**config.mk**
```make
export PLATFORM = sky130hd
export DESIGN_NAME = dmem_rmw_ctrl
export DESIGN_NICKNAME = d
export VERILOG_FILES = /design/src/rtl/rv_pkg.sv /design/src/rtl/dmem_rmw_ctrl.sv
export SDC_FILE = /design/constraint.sdc
export NUM_CORES = 1
export LEC_CHECK = 0
export ABC_AREA = 1
export CAP_MARGIN = 20
export CORE_UTILIZATION = 29
export CTS_BUF_LIST = sky130_fd_sc_hd__clkbuf_8 sky130_fd_sc_hd__clkbuf_16
export DETAILED_ROUTE_END_ITERATION = 8
export HOLD_SLACK_MARGIN = 0.12
export PLACE_DENSITY = 0.84
export SETUP_SLACK_MARGIN = 0.2
export SLEW_MARGIN = 20
export SYNTH_ARGS = -nofsm -noshare
export SYNTH_HDL_FRONTEND = slang
export SYNTH_SLANG_ARGS = --single-unit
```
**constraint.sdc**
```tcl
create_clock -name clk -period 1.4 [get_ports clk]
set_input_delay 0.28 -clock clk [delete_from_list [all_inputs] [get_ports clk]]
set_output_delay 0.28 -clock clk [all_outputs]
set_load 0.01 [all_outputs]
```
**src/rtl/rv_pkg.sv**
```systemverilog
// Shared RV32I load/store definitions and the data-memory controller state encoding.
package rv_pkg;

  localparam logic [6:0] OP_LOAD  = 7'b0000011;
  localparam logic [6:0] OP_STORE = 7'b0100011;

  localparam logic [2:0] F3_B  = 3'b000;
  localparam logic [2:0] F3_H  = 3'b001;
  localparam logic [2:0] F3_W  = 3'b010;
  localparam logic [2:0] F3_BU = 3'b100;
  localparam logic [2:0] F3_HU = 3'b101;

  localparam logic [2:0] ST_IDLE = 3'd0;
  localparam logic [2:0] ST_RD   = 3'd1;
  localparam logic [2:0] ST_WAIT = 3'd2;
  localparam logic [2:0] ST_WR   = 3'd3;
  localparam logic [2:0] ST_RSP  = 3'd4;

  typedef enum logic [2:0] {
    S_IDLE = ST_IDLE,
    S_RD   = ST_RD,
    S_WAIT = ST_WAIT,
    S_WR   = ST_WR,
    S_RSP  = ST_RSP
  } state_t;

  // Misaligned halves/words, the reserved size code, and stores with a load-only size.
  function automatic logic access_err(input logic we, input logic [2:0] fn3,
                                      input logic [1:0] addr_lo);
    logic e;
    e = 1'b0;
    if (fn3[1:0] == 2'b11) e = 1'b1;
    if (fn3[1:0] == 2'b01 && addr_lo[0] != 1'b0) e = 1'b1;
    if (fn3[1:0] == 2'b10 && addr_lo != 2'b00) e = 1'b1;
    if (we && !(fn3 == F3_B || fn3 == F3_H || fn3 == F3_W)) e = 1'b1;
    return e;
  endfunction

endpackage

```
**src/rtl/dmem_rmw_ctrl.sv**
```systemverilog
// Data-memory controller: word reads, SW writes, and read-modify-write for SB/SH through an
// external merge stage. The core stalls whenever the controller is not idle.
//
// Handshake: a request is taken on a rising edge where req_valid=1 and req_ready=1 (IDLE only);
// requests presented while req_ready=0 are dropped, and the core holds req_* stable while stall=1.
// rsp_valid is a single-cycle pulse; rsp_rdata/rsp_err are meaningful only in that cycle.
module dmem_rmw_ctrl
  import rv_pkg::*;
#(
  parameter int ADDR_W = 10,
  parameter int XLEN   = 32
) (
  input  logic              clk,
  input  logic              rst,
  input  logic              req_valid,
  output logic              req_ready,
  input  logic              req_we,
  input  logic [2:0]        req_fn3,
  input  logic [31:0]       req_addr,
  input  logic [XLEN-1:0]   store_data,
  output logic [XLEN-1:0]   rmw_word,
  output logic              stall,
  output logic              rsp_valid,
  output logic [XLEN-1:0]   rsp_rdata,
  output logic              rsp_err,
  output logic              mem_en,
  output logic              mem_we,
  output logic [ADDR_W-1:0] mem_addr,
  output logic [XLEN-1:0]   mem_wdata,
  input  logic [XLEN-1:0]   mem_rdata,
  output logic [2:0]        dbg_state
);

  state_t            state, state_d;
  logic              we_q;
  logic [2:0]        fn3_q;
  logic [ADDR_W-1:0] addr_q;
  logic              err_q;
  logic              acc_err;
  logic              accept;

  // Upper address bits alias onto the SRAM and carry no meaning here.
  logic unused_addr_hi;
  assign unused_addr_hi = ^req_addr[31:ADDR_W+2];

  assign acc_err = access_err(req_we, req_fn3, req_addr[1:0]);
  assign accept  = (state == S_IDLE) && req_valid;

  always_ff @(posedge clk or posedge rst) begin
    if (rst) begin
      state    <= S_IDLE;
      we_q     <= 1'b0;
      fn3_q    <= 3'b000;
      addr_q   <= '0;
      err_q    <= 1'b0;
      rmw_word <= '0;
    end else begin
      state <= state_d;
      if (accept) begin
        we_q   <= req_we;
        fn3_q  <= req_fn3;
        addr_q <= req_addr[ADDR_W+1:2];
        err_q  <= acc_err;
      end
      if (state == S_WAIT) rmw_word <= mem_rdata;
    end
  end

  always_comb begin
    state_d   = state;
    mem_en    = 1'b0;
    mem_we    = 1'b0;
    mem_wdata = '0;
    case (state)
      S_IDLE: begin
        if (req_valid) begin
          if (acc_err)                       state_d = S_RSP;
          else if (req_we && req_fn3 == F3_W) state_d = S_WR;
          else                               state_d = S_RD;
        end
      end
      S_RD: begin
        mem_en  = 1'b1;
        state_d = S_WAIT;
      end
      S_WAIT: begin
        // Only sub-word stores come through the read path; SW went straight to WR.
        state_d = (we_q && fn3_q != F3_W) ? S_WR : S_RSP;
      end
      S_WR: begin
        mem_en    = 1'b1;
        mem_we    = 1'b1;
        mem_wdata = store_data;
        state_d   = S_RSP;
      end
      S_RSP:   state_d = S_IDLE;
      default: state_d = S_IDLE;
    endcase
  end

  assign req_ready = (state == S_IDLE);
  assign stall     = (state != S_IDLE);
  assign rsp_valid = (state == S_RSP);
  assign rsp_err   = rsp_valid && err_q;
  assign rsp_rdata = rmw_word;
  assign mem_addr  = addr_q;
  assign dbg_state = state;

endmodule

```
# Word level (Yosys, flattened, before mapping)
# Cells that the tools add are included.
[classes]
eq_ne = 11
mux = 12
reduce_logical = 15
[op_table]
columns = ["operator", "n"]
rows = [
  ["$mux 32", 1],
  ["$pmux 3 s4", 1],
  ["$eq 3x2->1 const B", 3],
  ["$mux 3", 3],
  ["$logic_and 1x1->1", 7],
  ["$eq 3x1->1 const B", 2],
  ["$logic_not 3->1", 2],
  ["$mux 1", 6],
  ["$eq 2x2->1 const B", 2],
  ["$eq 3x3->1 const B", 1],
  ["$ne 3x2->1 const B", 1],
  ["$reduce_bool 3->1", 1],
  ["$eq 2x1->1 const B", 1],
  ["$logic_or 1x1->1", 2],
  ["$mux 2", 1],
  ["$ne 2x2->1 const B", 1],
  ["$reduce_bool 2->1", 1],
  ["$reduce_or 2->1", 1],
  ["$logic_not 1->1", 1],
]
[word_totals]
regBits = 50
in_bits = 103
word_cells = 44

# Depth between registers and ports, before layout
[logic_depth]
word_depth = 9
mapped_depth = 9
mapped_depth_nobuf = 8

# Worst setup path before layout
# Ideal clock, no wire load.
[synth_path]
path_kind = "register -> output"
startpoint = "reg state[2], in the netlist dbg_state[2]"
endpoint = "out mem_wdata[20]"
t_arrival_ns = 1.351
path_slack_ns = -0.231
path_stages_with_launch = 7
path_buffers = 1
path_cell_list = "dfrtp_1 > inv_2 > nand2_2 > nor2_1 > inv_2 > clkbuf_8 > nor2_1"
[synth_between]
elab_chain_len = 2
[synth_rtl]
columns = ["item", "line_no", "rtl"]
rows = [
  ["from (decl)", "dmem_rmw_ctrl.sv:34", "state_t state, state_d;"],
  ["from (signal assigned)", "dmem_rmw_ctrl.sv:58", "state <= state_d;"],
  ["$eq 3x2->1", "dmem_rmw_ctrl.sv:74", "case (state)"],
  ["$mux 32", "dmem_rmw_ctrl.sv:74", ""],
  ["to (decl)", "dmem_rmw_ctrl.sv:29", "output logic [XLEN-1:0] mem_wdata,"],
]
# No other way between the ends.

# Worst setup path in the final report
[layout_path]
startpoint = "reg state[2], in the netlist dbg_state[2]"
endpoint = "out mem_wdata[17]"
# Same word-level chain as after synthesis.

==> key figures <==
Cells and area
  – Net count, final: 689
  – Layout area overhead: 110%
  – Fillers: 689
  – Antenna Diode Count: 0
  – Sequential standard cell area: 1250 µm²
  – Area occupied by multi-input gates: 1130 µm²
  – Fin area: 5440 µm²
  – Final Util: 62.6%
  – Fraction of layout cells with a size suffix above 1: 50.9%

Worst setup path
  – Worst Path Required: 1.12 ns
  – Crit-path slowest cell: dfrtp_2
  – Startpoint Class: register
  – CP arrival: 1.40 ns
  – Crit end category: primary output
  – R2R setup slack: -0.17 ns
  – Setup CP Type: reg -> out
  – CP peak stage delay: 0.41 ns
  – CP Cell Sequence: inv_2 -> nand2_4 -> nor2_4 -> buf_12 -> inv_12 -> nor2_1 -> buf_2
  – Worst-path fanout max: 16
  – Register-to-Register Path Depth: 10
  – Reg2Reg Launch Point: dbg_state[1]
  – Critical Path End: mem_wdata[17]
  – Reg2reg end: mem_addr[3]
  – Setup crit start: dbg_state[2]

Clock network
  – Clock root cell: clkbuf_8
  – Reg clk slew, reported paths: 0.10 ns
  – CTS tree: yes
  – Clock buffer depth: 2
  – CTS buffer count: 5
  – CTS sink cnt: 50
  – CTS H-tree lvls: 2
  – Clock Latency Late Sink: 0.30 ns

Pwr
  – Tot Pwr: 11.3 mW
  – Leak pwr: 2.88 nW
  – Max IR drop VDD: 859 µV
  – Power Density: 2080 nW/µm²

Synthesis
  – Cells after Synth: 341
  – Netlist cell types: 21
  – Seq/Total Area, Yosys: 48.3%
  – Avg Inst Size Synth: 7.60 µm²
  – Yosys warnings: 0
  – Synth area leaders: dfrtp_1, nand2_1, buf_4
  – Area leader, netlist: dfrtp_1
  – Synthesized cell area: 2590 µm²
  – FF+latch count, synth: 50
  – Post-Syn Nets: 444
  – Top cell type's share of synthesized area: 48.3%

Detailed routing
  – DRC errors left: 0
  – Initial DRC count: 36
  – DR pass1 iterations: 4
  – Final wirelength: 9.75 mm
  – Vias/cell: 4.28
  – ANT nets after route: 0
  – Wirelength per Cell: 14.0 µm
  – Vias post-DR: 2,976

Floorplanning
  – Die Ht: 96.5 µm
  – Core Rows: 34
  – I/O pin cnt: 218
  – Initial core utilization: 29.8%
  – Die area: 9310 µm²
  – Die extent in x: 96.5 µm
  – Core area: 8680 µm²

STA
  – Worst Clk Skew: 0.00874 ns
  – Slew Limit Fails: 0
  – Final number of setup-violating endpoints: 88
  – PnR worst setup slack: -0.281 ns
  – Fmax: 595 MHz
  – Crit share post-route: 120%
  – Hold Worst Slack: 0.369 ns
  – Relative slew slack: 84.5%
  – RSZ-0062 raised after global routing: true
  – Tmin final: 1.68 ns
  – Measured slew at the worst slew-check pin: 0.233 ns
  – Final Hold Vio Count: 0

Job
  – Max cap viols: 0

GRT
  – GR Util All Layers: 18.7%
  – Vias in the first global route: 2,744
  – First-pass GRT wire length: 13.2 mm
  – Antenna violations before repair: 0
  – Overflow after GRT: 0
  – Pin count of the biggest net entering global routing: 33

Place
  – Port buffer count: 197
  – GPL Wtd Cong: 0.779
  – Hpwl dp: 6.01 mm
  – Placed cell areas: 4580 µm²

Min path
  – Path type of the worst min-delay path: in -> async

Status
  – Outcome: finished with violations
  – Failing checks: negative setup slack
==> worst max-delay path: cells and delay by family, from the launching register on <==
family	cells	cell delay [ns]
buf+inv	4	0.44
flops	1	0.41
simple gates	3	0.25
==> where the power goes <==
group          switching [mW]  internal [mW]
logic                    3.50           4.12
clock network           0.463          0.527
registers               0.494           2.18
total                    4.45           6.83
==> cell families after synthesis <==
family          count (synthesis)  synth area share [%]
compound gates                  7                  1.35
flops                          50                  48.3
buf+inv                        89                  19.7
simple gates                  195                  30.7
==> registers in the layout, indices dropped and copies added, names as in the netlist <==
register,count
rmw_word,32
mem_addr,10
dbg_state,3
fn3_q,3
err_q,1
we_q,1
==> timing repair <==
item,in CTS,in global routing
hold buffers,0,0
resized for setup,593,64
setup buffers,38,16
endpoints found under the setup margin,165,121
pin swaps,22,18
gates cloned,9,1
hold endpoints to repair,0,0
==> per-layer routing <==
layer,track usage (%),share of wire (%),up-vias
li1,-,-,1448
met1,21.2,37,1417
met2,35.7,55,99
met3,3.91,6.1,12
met4,4.04,1.8,0
met5,0,0,-
==> how the worst min path moves through the flow <==
stage,startpoint,cells past startpoint,endpoint
after global routing,rst,3,rmw_word[1]
after detailed placement,mem_addr[8],2,mem_addr[8]
after CTS,rst,3,rmw_word[27]
final,rst,3,rmw_word[29]
after global placement,mem_addr[4],2,mem_addr[4]
after floorplan,rst,1,err_q
==> cells in the mapped netlist <==
master,n
nand2_1,143
dfrtp_1,50
nor2_1,41
inv_1,40
buf_4,32
buf_2,6
inv_2,5
a21oi_1,4
clkbuf_8,3
o21ai_0,3
buf_6,2
nand3_1,2
nor2_8,2
inv_4,1
nand2_2,1
nand2_4,1
nand3b_1,1
nand4_1,1
nor2_2,1
nor2_4,1
nor3_1,1
==> cell usage in the layout, fill, tap and decap left out, types with 5 or more instances in the layout <==
cell type        synthesis  routed
nand2_1                143     103
buf_4                   32      30
nand2_4                  1       7
buf_2                    6      76
nor2_2                   1      20
buf_6                    2      74
buf_12                   0       6
nor2_1                  41      10
nand2_2                  1      34
clkdlybuf4s50_1          0      82
dfrtp_1                 50      47
inv_1                   40      38
nor2_4                   1      13
clkbuf_8                 3       5
==> area by class of cell <==
type / instances / area share [%]
clock buffers: 5 / 1.27
clock inverters: 3 / 0.736
inverters: 46 / 3.94
multi-input cells: 202 / 20.7
flip-flops and latches: 50 / 23.1
well taps: 108 / 2.49
repair buffers: 276 / 46.9
repair inverters: 5 / 0.898
==> per-stage QoR <==
| step | TNS, ns | setup WS [ns] | cells |
|---|---|---|---|
| 6_report | -13.86 | -0.281 | 695 |
| 3_5_place_dp | -17.00 | -0.489 | 623 |
| 3_3_place_gp | -14.84 | -0.384 | 623 |
| 4_1_cts | -12.64 | -0.271 | 678 |
| 2_1_floorplan | -0.788 | -0.0328 | 341 |
| 5_1_grt | -19.58 | -0.352 | 695 |
No activity file was read; power rests on OpenSTA's default activity.
==> RTL edit 1, RTL diff (same flow settings) <==
`XLEN`: 32 -> 64.
--- a/src/rtl/dmem_rmw_ctrl.sv
+++ b/src/rtl/dmem_rmw_ctrl.sv
@@ -8,7 +8,7 @@
   import rv_pkg::*;
 #(
   parameter int ADDR_W = 10,
-  parameter int XLEN   = 32
+  parameter int XLEN   = 64
 ) (
   input  logic              clk,
   input  logic              rst,
Ports: changed (5 resized); port bits go from 218 to 378. No check against the original RTL was run, so the function may have changed too.
==> RTL edit 1 against the unedited design <==
- the flow still finishes with violations (setup timing)
- fmax down 14%
- combinational power up 75%
- count of clock-buffer cells in the layout is 5 higher
- wire length up 100%
- critical path depth stayed put
- cell count rose by 70%
- hold slack worse by 12 ps
- area after synthesis increased by 65%
- clock power grew 120%
- power is 77% higher
- sequential cell count increased by 32
- setup slack got worse by 270 ps
- design area up 78%
- largest cell class unchanged
- highest routed layer unchanged
==> RTL edit 1: results (changes against the unedited design) <==
[power]
leakagePower_nw = 4.92  ; +71%
ir_worst_vdd_uv = 1250  ; +46%
total_power_mw = 20.0  ; +77%
internal-power_mw = 12.0  ; +76%
p_clk_mw = 2.20  ; +120%

[setup_path]
critical_path_peak_fanout = 15  ; -1
r2r_setup_slack_ps = -290  ; -120 ps
crit-reg2reg-launch = dbg_state[2]$_DFFE_PP0P_
worstPathArrival_ps = 1670  ; +270 ps
reg2reg_depth = 11  ; +1

[cts]
cts.clk_slew.worst_paths_ps = 70  ; -30 ps
cts-root-buf = clkbuf_16
clock_latency_ps = 340  ; +40 ps
ctsHtreeMaxLevel = 3  ; +1

[synthesis]
ys_top_cells_by_area = dfrtp_1 48%, nand2_1 21%, buf_4 12%
ys_seq_area_frac = 0.480  ; -0.00328
synth.cells.most_frequent = 240 x nand2_1, 82 x dfrtp_1, 74 x nor2_1
syn_nets = 742  ; +67%

[placement]
dpl_cell_area_sq_um = 7980  ; +74%
io_buffers = 357  ; +81%
gp_congestion = 0.817  ; +4.9%

[routing]
viasPerCell = 4.39  ; +2.5%

[run_status]
violations = setup timing
outcome = finished, violations left

[sta]
finalClockSkew_ps = 13.1  ; +4.32 ps
finalSetupViolCount = 152  ; +73%
setup_slack_ps = -547  ; -266 ps
slew_headroom = 0.830  ; -0.0150

[cells_and_area]
num-fill-cells = 1101  ; +60%
nNetsFinal = 1161  ; +69%
drive_gt1_frac = 0.528  ; +0.0182

[global_route]
grt_pass1_vias = 4587  ; +67%
grt_pass1_wl_um = 24700  ; +87%

## RTL edit 1: changes by cell type after synthesis, sizes merged
cell	delta
buf	+44
clkbuf	-2
dfrtp	+32
inv	+32
nand2	+96
nor2	+32
## RTL edit 1: layer usage
layer	track usage	routed length, um	vias to the layer above
met3	0.0521	1540	38
met1	0.254	7310	2460
met5	0	0	-
met4	0.0813	451	0
li1	-	-	2443
met2	0.390	10600	251
## RTL edit 1: layout make-up
| class | instances | area, sq um | area share |
|---|---|---|---|
| tap | 184 | 230 | 0.0238 |
| multi-input combinational | 330 | 1850 | 0.191 |
| inverter | 78 | 340 | 0.0352 |
| sequential | 82 | 2050 | 0.212 |
| clock buffer | 10 | 239 | 0.0247 |
| timing repair inverter | 1 | 11.3 | 0.00116 |
| clock inverter | 6 | 36.3 | 0.00375 |
| timing repair buffer | 492 | 4930 | 0.509 |
## RTL edit 1: logic make-up (layout without fill, tap and decap cells)
family,count (synthesis),count (layout),synth area share
AND/OR/NAND/NOR,323,323,0.293
buffers and inverters,163,587,0.219
flip-flops,82,82,0.480
AO/OA/AOI/OAI,7,7,0.00819
## RTL edit 1: worst max path at each step
| stage | endpoint | start |
|---|---|---|
| 2_1_floorplan | mem_wdata[11] | dbg_state[2]$_DFFE_PP0P_ |
| 3_3_place_gp | mem_wdata[14] | dbg_state[2]$_DFFE_PP0P_ |
| 3_5_place_dp | mem_wdata[53] | dbg_state[2]$_DFFE_PP0P_ |
| 4_1_cts | mem_wdata[53] | dbg_state[2]$_DFFE_PP0P_ |
| 5_1_grt | mem_wdata[7] | dbg_state[2]$_DFFE_PP0P_ |
| 6_report | mem_wdata[39] | dbg_state[2]$_DFFE_PP0P_ |
## RTL edit 1: per-stage QoR
| step | setup TNS (ps) | hold WS [ps] | utilization | std cells | setup WS, ps |
|---|---|---|---|---|---|
| floorplan | 0 | 397 | - | 575 | 16.2 |
| global placement | -25870 | 457 | 0.551 | 1063 | -406 |
| finish | -51490 | 357 | 0.669 | 1183 | -547 |
| global route | -60540 | 383 | 0.669 | 1183 | -603 |
| CTS | -43440 | 352 | 0.613 | 1149 | -531 |
| detailed placement | -28140 | 469 | 0.551 | 1063 | -433 |
## RTL edit 1: worst max-delay path, delay by kind of cell (launching register included)
kind	cells	cell delay [ps]
buffers and inverters	4	600
AND/OR/NAND/NOR	3	300
flip-flops	1	420
## RTL edit 1: what timing repair did
item,4_1_cts,5_1_grt
endpoints found under the setup margin,293,222
cloned,7,12
pin swaps,6,42
buffers inserted,63,22
resized for setup,911,135
==> RTL edit 2, RTL diff (same settings) <==
Made on the original files. Make the reset (`rst`) synchronous in one clocked block.
--- a/src/rtl/dmem_rmw_ctrl.sv
+++ b/src/rtl/dmem_rmw_ctrl.sv
@@ -46,7 +46,7 @@
   assign acc_err = access_err(req_we, req_fn3, req_addr[1:0]);
   assign accept  = (state == S_IDLE) && req_valid;
 
-  always_ff @(posedge clk or posedge rst) begin
+  always_ff @(posedge clk) begin
     if (rst) begin
       state    <= S_IDLE;
       we_q     <= 1'b0;
Formal check against the unedited RTL: differs if rst is asserted again (counterexample within 4 cycles, from zero or initial values and one cycle with rst high); with rst held inactive, the same outputs for 10 cycles.
==> RTL edit 2 against the unedited design <==
- the run still ends with setup timing left
- sequential cell count is the same
- hold slack better by 99 ps
- wire length is 1.1% higher
- die area is 8.7% lower
- via count rose by 1.2%
- count of clock-buffer cells in the layout rose by 1
- area after synthesis shrank 8.9%
- design area increased by 0.41%
- setup slack got worse by 37 ps
- critical path type unchanged
Power is left out: it rests on default switching activity, and per cell area and clock period it moved more than threefold.
==> RTL edit 2: results (changes against the unedited design) <==
[synthesis]
syn_nets = 448  ; +0.90%
synth.cells.most_frequent = 106 x nor2_1, 50 x dfxtp_1, 40 x inv_1
synth.most_common_cell = nor2_1
synthArstFlopShare = 0  ; -1.00
ys_top_cells_by_area = dfxtp_1 42%, nor2_1 17%, buf_4 10%
syn_area_per_cell_sq_um = 6.84  ; -9.9%
ys_seq_area_frac = 0.424  ; -0.0589

[global_route]
grt_pass1_wl_um = 15400  ; +16%
grtUsageTotal = 0.227  ; +0.0397
grt_pass1_vias = 3099  ; +13%

[cts]
cts.clk_slew.worst_paths_ps = 90
cts-root-buf = clkbuf_8
clock_latency_ps = 290

[cells_and_area]
nNetsFinal = 663  ; -3.8%
drive_gt1_frac = 0.585  ; +0.0753
max_flop_register = rmw_word
diodes = 0  ; unchanged

[sta]
finalClockSkew_ps = 9.49  ; +0.757 ps
setup_slack_ps = -318  ; -36.8 ps
finalSetupViolCount = 62  ; -30%
slew_headroom = 0.735  ; -0.110
setup_tns_ps = -11390  ; +2470 ps
fin_hold_ws_ps = 468  ; +99.5 ps

[placement]
pre_cts_ws_ps = -394  ; +94.8 ps
gp_congestion = 0.825  ; +5.9%
dp_hpwl_um = 6340  ; +5.5%
dp_cells = 620  ; -0.48%
dpl_cell_area_sq_um = 4600  ; +0.57%

[routing]
drt_iter0_drc = 38  ; +5.6%
avgRoutedWirePerCell_um = 14.9  ; +6.0%
viasPerCell = 4.54  ; +6.1%
drt_pass1_iterations = 5  ; +1
routed-via-count = 3013  ; +1.2%

[run_status]
outcome = finished, violations left
violations = setup timing

[hold_path]
hold_class = register to register

[setup_path]
r2r_setup_slack_ps = -100  ; +70 ps
worstPathArrival_ps = 1440  ; +40 ps
critical_path_peak_fanout = 7  ; -9

RTL edit 2: repair_timing:
item	in CTS	in global routing
pin swaps	48	16
setup endpoints to repair	165	153
cloned	8	0
resized for setup	549	79
buffers inserted	16	11
RTL edit 2: path summary, 6_finish.rpt:
path	start	endpoint	cells past startpoint
setup reg to reg	dbg_state[1]$_SDFFE_PP0P_	fn3_q[1]$_SDFFE_PP0P_	11
hold reg to reg	mem_addr[5]$_SDFFE_PP0P_	mem_addr[5]$_SDFFE_PP0P_	2
hold / removal	mem_addr[5]$_SDFFE_PP0P_	mem_addr[5]$_SDFFE_PP0P_	2
setup / recovery	dbg_state[0]$_SDFFE_PP0P_	mem_wdata[17]	6
RTL edit 2: area by class of cell:
| class | instances | area [sq um] |
|---|---|---|
| Fill cell | 581 | 2350 |
| Timing Repair Buffer | 254 | 2530 |
| Timing Repair inverter | 1 | 11.3 |
| Inverter | 45 | 201 |
| Clock inverter | 2 | 12.5 |
| Sequential cell | 50 | 1050 |
| Multi-Input combinational cell | 203 | 1440 |
| Tap cell | 102 | 128 |
| Clock buffer | 6 | 82.6 |
RTL edit 2: cells by family after synthesis:
family	after synthesis	synth area share
AO/OA/AOI/OAI	54	0.116
AND/OR/NAND/NOR	149	0.255
buffers and inverters	92	0.206
flip-flops	50	0.424
RTL edit 2: worst max-delay path, cell delays in order, from the launching register on:
cell and delay [ps]:
dfxtp_4 360, inv_4 40, nor3_4 230, inv_4 130
buf_12 170, nor2_4 110, buf_6 110
RTL edit 2: metal layers:
layer / part of all wire / vias to the layer above / track usage
li1: - / 1451 / -
met1: 0.37 / 1414 / 0.239
met2: 0.56 / 133 / 0.459
met3: 0.060 / 15 / 0.0531
met4: 0.013 / 0 / 0.0273
met5: 0 / - / 0
